### src/rtl/motor_sequencer.sv
`timescale 1ns/1ps
`default_nettype none
// ============================================================================
// Module   : motor_sequencer
// Purpose  : Drives both ArtyBot motor H-bridges on Pmod JB. Generates
//            synchronous PWM on EN1/EN2 from speed commands and sequences DIR
//            changes through a forced-off dead time, so a bridge never sees a
//            direction flip while it is enabled.
// Ports    : clk         system clock
//            rst_n       asynchronous active-low reset
//            enable      master enable, low masks both EN outputs
//            cmd_valid   command present
//            cmd_ready   block can accept a command
//            cmd_rev     bit0 = left reverse, bit1 = right reverse
//            cmd_duty_l  left duty  (high time = value / 2^PWM_BITS)
//            cmd_duty_r  right duty
//            busy        command pending or dead time in progress
//            jb          jb[0]=EN1 jb[1]=DIR1 jb[4]=EN2 jb[5]=DIR2, rest 0
// Options  : MOTOR_RAMP_EN - when defined, active duties ramp 1 LSB per PWM
//            period toward the commanded target instead of stepping.
// Revision : 1.0 - initial release
// ============================================================================
module motor_sequencer #(
  parameter int PWM_BITS = 8,
  parameter int PRESCALE = 16,
  parameter int DEADTIME = 1000
) (
  input  logic                clk,
  input  logic                rst_n,
  input  logic                enable,
  input  logic                cmd_valid,
  output logic                cmd_ready,
  input  logic [1:0]          cmd_rev,
  input  logic [PWM_BITS-1:0] cmd_duty_l,
  input  logic [PWM_BITS-1:0] cmd_duty_r,
  output logic                busy,
  output logic [7:0]          jb
);

  localparam int PS_W = (PRESCALE > 1) ? $clog2(PRESCALE) : 1;
  localparam int DT_W = (DEADTIME > 1) ? $clog2(DEADTIME) : 1;
  localparam logic [PS_W-1:0]     PS_LAST = PS_W'(PRESCALE - 1);
  localparam logic [DT_W-1:0]     DT_LAST = DT_W'(DEADTIME - 1);
  localparam logic [PWM_BITS-1:0] CNT_MAX = '1;

  localparam logic [1:0] ST_RUN    = 2'd0;
  localparam logic [1:0] ST_STOP   = 2'd1;
  localparam logic [1:0] ST_SWITCH = 2'd2;

  logic [1:0]          state, state_nx;
  logic [PS_W-1:0]     presc, presc_nx;
  logic [PWM_BITS-1:0] pwm_cnt, pwm_nx;
  logic [DT_W-1:0]     dead_cnt, dead_nx;
  logic [PWM_BITS-1:0] duty_l, duty_l_nx;
  logic [PWM_BITS-1:0] duty_r, duty_r_nx;
  logic                dir1, dir1_nx;
  logic                dir2, dir2_nx;
  logic                en1, en1_nx;
  logic                en2, en2_nx;
  logic                pending, pending_nx;
  logic [1:0]          pend_rev;
  logic [PWM_BITS-1:0] pend_l;
  logic [PWM_BITS-1:0] pend_r;

  logic tick;
  logic boundary;
  logic accept;
  logic want_dir1;
  logic want_dir2;
  logic dir_change;

  // Motors are mirrored: forward means DIR1=1, DIR2=0.
  assign want_dir1  = ~pend_rev[0];
  assign want_dir2  = pend_rev[1];
  assign dir_change = pending && ((want_dir1 != dir1) || (want_dir2 != dir2));

  assign tick     = (presc == PS_LAST);
  assign boundary = tick && (pwm_cnt == CNT_MAX);
  assign accept   = cmd_valid && cmd_ready;

  // Both handshake outputs come straight from the pending flop.
  assign cmd_ready = ~pending;
  assign busy      = pending;
  assign jb        = {2'b00, dir2, en2, 2'b00, dir1, en1};

`ifdef MOTOR_RAMP_EN
  function automatic logic [PWM_BITS-1:0] ramp_step(
    input logic [PWM_BITS-1:0] cur,
    input logic [PWM_BITS-1:0] tgt
  );
    if (cur < tgt) return cur + PWM_BITS'(1);
    if (cur > tgt) return cur - PWM_BITS'(1);
    return cur;
  endfunction
`endif

  // --------------------------------------------------------------------------
  // State and datapath registers
  // --------------------------------------------------------------------------
  always_ff @(posedge clk or negedge rst_n) begin
    if (!rst_n) begin
      state    <= ST_RUN;
      presc    <= '0;
      pwm_cnt  <= '0;
      dead_cnt <= '0;
      duty_l   <= '0;
      duty_r   <= '0;
      dir1     <= 1'b1;
      dir2     <= 1'b0;
      en1      <= 1'b0;
      en2      <= 1'b0;
      pending  <= 1'b0;
      pend_rev <= '0;
      pend_l   <= '0;
      pend_r   <= '0;
    end else begin
      state    <= state_nx;
      presc    <= presc_nx;
      pwm_cnt  <= pwm_nx;
      dead_cnt <= dead_nx;
      duty_l   <= duty_l_nx;
      duty_r   <= duty_r_nx;
      dir1     <= dir1_nx;
      dir2     <= dir2_nx;
      en1      <= en1_nx;
      en2      <= en2_nx;
      pending  <= pending_nx;
      if (accept) begin
        pend_rev <= cmd_rev;
        pend_l   <= cmd_duty_l;
        pend_r   <= cmd_duty_r;
      end
    end
  end

  // --------------------------------------------------------------------------
  // Next-state logic
  // --------------------------------------------------------------------------
  always_comb begin
    state_nx = state;
    case (state)
      ST_RUN:    if (dir_change) state_nx = ST_STOP;
      ST_STOP:   if (dead_cnt == DT_LAST) state_nx = ST_SWITCH;
      ST_SWITCH: state_nx = ST_RUN;
      default:   state_nx = ST_RUN;
    endcase
  end

  // --------------------------------------------------------------------------
  // Counters, duties, direction and pending command
  // --------------------------------------------------------------------------
  always_comb begin
    presc_nx   = tick ? '0 : presc + PS_W'(1);
    pwm_nx     = tick ? pwm_cnt + PWM_BITS'(1) : pwm_cnt;
    dead_nx    = (state == ST_STOP) ? dead_cnt + DT_W'(1) : '0;
    duty_l_nx  = duty_l;
    duty_r_nx  = duty_r;
    dir1_nx    = dir1;
    dir2_nx    = dir2;
    // accept only happens while nothing is pending, so it never races a clear
    pending_nx = pending | accept;
    case (state)
      ST_RUN: begin
        // Same-direction updates wait for the period boundary so the new
        // duty starts on a clean pwm_cnt=0.
        if (pending && !dir_change && boundary) begin
`ifdef MOTOR_RAMP_EN
          duty_l_nx  = ramp_step(duty_l, pend_l);
          duty_r_nx  = ramp_step(duty_r, pend_r);
          pending_nx = !((duty_l_nx == pend_l) && (duty_r_nx == pend_r));
`else
          duty_l_nx  = pend_l;
          duty_r_nx  = pend_r;
          pending_nx = 1'b0;
`endif
        end
      end
      ST_SWITCH: begin
        // Restart the PWM frame together with the direction flip.
        dir1_nx  = want_dir1;
        dir2_nx  = want_dir2;
        presc_nx = '0;
        pwm_nx   = '0;
`ifdef MOTOR_RAMP_EN
        duty_l_nx  = '0;
        duty_r_nx  = '0;
        pending_nx = (pend_l != '0) || (pend_r != '0);
`else
        duty_l_nx  = pend_l;
        duty_r_nx  = pend_r;
        pending_nx = 1'b0;
`endif
      end
      default: ;
    endcase
  end

  // --------------------------------------------------------------------------
  // Output decode: EN is computed from next-cycle values so the registered
  // jb bits line up with the counter and state of the cycle they appear in.
  // --------------------------------------------------------------------------
  always_comb begin
    en1_nx = enable && (state_nx == ST_RUN) && (pwm_nx < duty_l_nx);
    en2_nx = enable && (state_nx == ST_RUN) && (pwm_nx < duty_r_nx);
  end

endmodule
`default_nettype wire

### config.mk
export PLATFORM = sky130hd
export DESIGN_NAME = motor_sequencer
export DESIGN_NICKNAME = d
export VERILOG_FILES = /design/src/rtl/motor_sequencer.sv
export SDC_FILE = /design/constraint.sdc
export NUM_CORES = 1
export LEC_CHECK = 0
export BUFFER_PORTS_ARGS = -buffer_cell sky130_fd_sc_hd__buf_2
export CORE_ASPECT_RATIO = 0.7
export CORE_MARGIN = 5
export CORE_UTILIZATION = 45
export DETAILED_ROUTE_END_ITERATION = 12
export PLACE_DENSITY = 0.59
export SLEW_MARGIN = 20
export SYNTH_ARGS = -nofsm -noshare
export SYNTH_HDL_FRONTEND = slang
export SYNTH_SLANG_ARGS = --single-unit
export TNS_END_PERCENT = 1
### constraint.sdc
create_clock -name clk -period 9.05 [get_ports clk]
set_input_delay 1.81 -clock clk [delete_from_list [all_inputs] [get_ports clk]]
set_output_delay 1.81 -clock clk [all_outputs]
set_load 0.02 [all_outputs]
==> results.cfg <==
[setup_path]
crit_end = en1$_DFF_PN0_
ff2ff_path_depth = 11
cp-startpoint = pwm_cnt[0]$_DFF_PN0_
crit_path_start_kind = flop
reg2reg_setup_slack_ns = 5.69
critPathMaxFanout = 31
arrival_ns = 3.59
crit_path_end_kind = flop
r2r_end = en1$_DFF_PN0_
r2r_start = pwm_cnt[0]$_DFF_PN0_
worstPathRequired_ns = 9.27
crit_type = reg -> reg

[route]
drt_iter0_drc = 100
highest_layer = met4
drcViolationCount = 0
first_pass_iters = 4
num_vias = 2002
wl_met3_um = 286
wl_met1_um = 3280
vias_per_cell = 5.11
ant_nets = 0
wl_per_cell_um = 15.4
dr_wl_met2_um = 2400
wl_um = 6030

[place]
hpwl_um = 4280
placed_area_sq_mm = 0.00343
placed_cells = 376
gp_congestion = 0.806
port-buffer-count = 27
pre_cts_slack_ns = 5.72

[yosys]
synth_fa_ha_area_share_pct = 6.56
synth_top_area_cell = dfrtp_1
synth_area_sq_mm = 0.00324
seq_area_frac_synth_pct = 48.7
synth_top_area_share_pct = 47.9
synth_cell_types = 43
synth-xor-area-share_pct = 4.59
synth_warnings = 0
synth_seq_cells = 63
synth_mux_area_share_pct = 18.2
netlist_instances = 266
synth_compound_area_share_pct = 6.72
synth-simple-area-share_pct = 10.8
synth_top_flop_cell = dfrtp_1
synth_edf_count = 0
async_flop_share_pct = 100
netlist_top_cells_area = dfrtp_1, mux2_2, mux2_4, ha_1, mux2i_1
synth.avg_cell_area_sq_um = 12.2
synth_top_family_by_area = multiplexers

[global_routing]
grt_antenna_before_repair = 0
grt_remaining_overflow = 0
grtUsageTotal_pct = 14.6
grt_max_degree = 64
grt_pass1_wl_um = 10300
grt_pass1_vias = 1961

[floorplan]
placementRows = 25
die_y_um = 81
die_w_um = 111
start_util_pct = 47.1
io_pins = 32
core-area_sq_mm = 0.00688
dieArea_sq_mm = 0.00903

[cts]
post_cts_resize_count = 0
cts_root_buffer = clkbuf_8
cts_setup_buffers = 0
htree_num_levels = 3
cts_tree = yes
numClockSinks = 63
clk_path_buf_depth = 2
clkTransAtPathRegs_ns = 0.07
hold_buffers = 0
clock_latency_ns = 0.33
numCtsBuffers = 9

[sta]
skew_ns = 0.00906
slew_violations = 0
fmax_mhz = 297
post-route-period-util_pct = 37.2
whs_ns = 0.450
fin_ws_ns = 5.69
setup_viol = 0
hold_viol = 0
final.min_clock_period_ns = 3.36
rsz0062_at_grt = false
fin_tns_setup_ns = 0
slew_headroom_pct = 34.4
worstMarginPinSlew_ns = 0.980

[layout]
finalNetCount = 332
n_fill_cell = 627
area_growth_pct = 12.6
final_area_sq_mm = 0.00365
finalCoreUtilization_pct = 53.0
instances_no_fill = 392
antenna_cells = 0
layout-drive-gt1-share_pct = 28.9

[pwr]
ir_drop_mv = 0.0887
total_power_uw = 655
p_leak_nw = 1.87
power_density_mw_per_mm2 = 180

[hold_path]
min_path_type = reg -> reg

[status]
outcome = finished clean

[run]
max-cap-violations = 0
-- Yosys cell counts, types with 2 or more instances --
| master | count |
|---|---|
| o21a_1 | 2 |
| buf_4 | 8 |
| clkbuf_1 | 3 |
| a21o_1 | 4 |
| buf_6 | 2 |
| nor2b_1 | 5 |
| buf_1 | 2 |
| inv_1 | 7 |
| a21oi_1 | 6 |
| o211a_1 | 2 |
| buf_2 | 2 |
| mux2_4 | 15 |
| xnor2_1 | 9 |
| a211o_1 | 2 |
| dfrtp_1 | 62 |
| nand4_1 | 5 |
| nand2_1 | 9 |
| xor2_1 | 8 |
| o21ai_0 | 5 |
| and3_1 | 6 |
| nor2_1 | 18 |
| a2111oi_0 | 3 |
| nor3_1 | 6 |
| or3_1 | 2 |
| a221oi_1 | 2 |
| mux2i_1 | 14 |
| mux2_2 | 20 |
| nand3_1 | 6 |
| ha_1 | 17 |
-- per-layer routing --
metal / global-route usage, % / vias to the layer above
met1: 21.8 / 957
li1: - / 998
met3: 4.54 / 7
met4: 5.22 / 0
met5: 0 / -
met2: 19.8 / 40
-- critical path, cell delays in order, from the launching register on --
cell and delay, ns:
dfrtp_1 0.43, ha_1 0.20, nand3_1 0.18, nor4_4 0.46
a21oi_4 0.09, buf_4 0.29, mux2i_1 0.20, ha_1 0.32
o21ai_0 0.14, a2111oi_0 0.43, a21bo_2 0.27, o211a_1 0.22
-- cell usage in the layout, fill, tap and decap left out, types with 7 or more instances in the layout --
| master | count |
|---|---|
| buf_2 | 27 |
| clkbuf_8 | 10 |
| dfrtp_1 | 62 |
| ha_1 | 17 |
| inv_1 | 7 |
| mux2_2 | 20 |
| mux2_4 | 15 |
| mux2i_1 | 14 |
| nand2_1 | 9 |
| nor2_1 | 18 |
| xnor2_1 | 9 |
| xor2_1 | 8 |
-- worst min-delay path by stage --
| stage | start | endpoint | slack (ns) | depth (start not counted) |
|---|---|---|---|---|
| 2_1_floorplan | pend_rev[0]$_DFFE_PN0P_ | dir1$_DFFE_PN1N_ | 0.42 | 1 |
| 3_3_place_gp | pend_rev[0]$_DFFE_PN0P_ | dir1$_DFFE_PN1N_ | 0.44 | 1 |
| 3_5_place_dp | pend_rev[0]$_DFFE_PN0P_ | dir1$_DFFE_PN1N_ | 0.44 | 1 |
| 4_1_cts | pend_rev[0]$_DFFE_PN0P_ | dir1$_DFFE_PN1N_ | 0.45 | 1 |
| 5_1_grt | pend_rev[0]$_DFFE_PN0P_ | dir1$_DFFE_PN1N_ | 0.48 | 1 |
| 6_report | pend_rev[0]$_DFFE_PN0P_ | dir1$_DFFE_PN1N_ | 0.45 | 1 |
-- registers in the layout, indices dropped and copies added, names as in the netlist --
| signal | count |
|---|---|
| pend_l | 8 |
| duty_l | 8 |
| pend_r | 8 |
| dir1 | 1 |
| duty_r | 8 |
| state | 2 |
| en2 | 1 |
| presc | 4 |
| busy | 1 |
| pend_rev | 2 |
| en1 | 1 |
| dir2 | 1 |
| dead_cnt | 10 |
| pwm_cnt | 8 |
-- area by class of cell --
type	instances	area [sq um]	share of cell area, %
Clock buffer	11	141	3.88
Clock inverter	5	81.3	2.23
Inverter	7	26.3	0.720
Multi-Input combinational cell	182	1550	42.4
Sequential cell	63	1580	43.2
Tap cell	94	118	3.22
Timing Repair Buffer	30	158	4.32
-- power breakdown --
| group | switching (mW) | internal [mW] |
|---|---|---|
| sequential | 0.0221 | 0.304 |
| clock | 0.109 | 0.163 |
| combinational | 0.0289 | 0.0273 |
| total | 0.160 | 0.494 |
-- kinds of logic after synthesis --
kind of cell / Yosys count
mux: 49
other cells: 1
compound gates: 30
buf+inv: 24
flops: 63
xor+xnor: 17
fa+ha+maj: 17
simple gates: 65
Power figures use the tool's default switching activity.
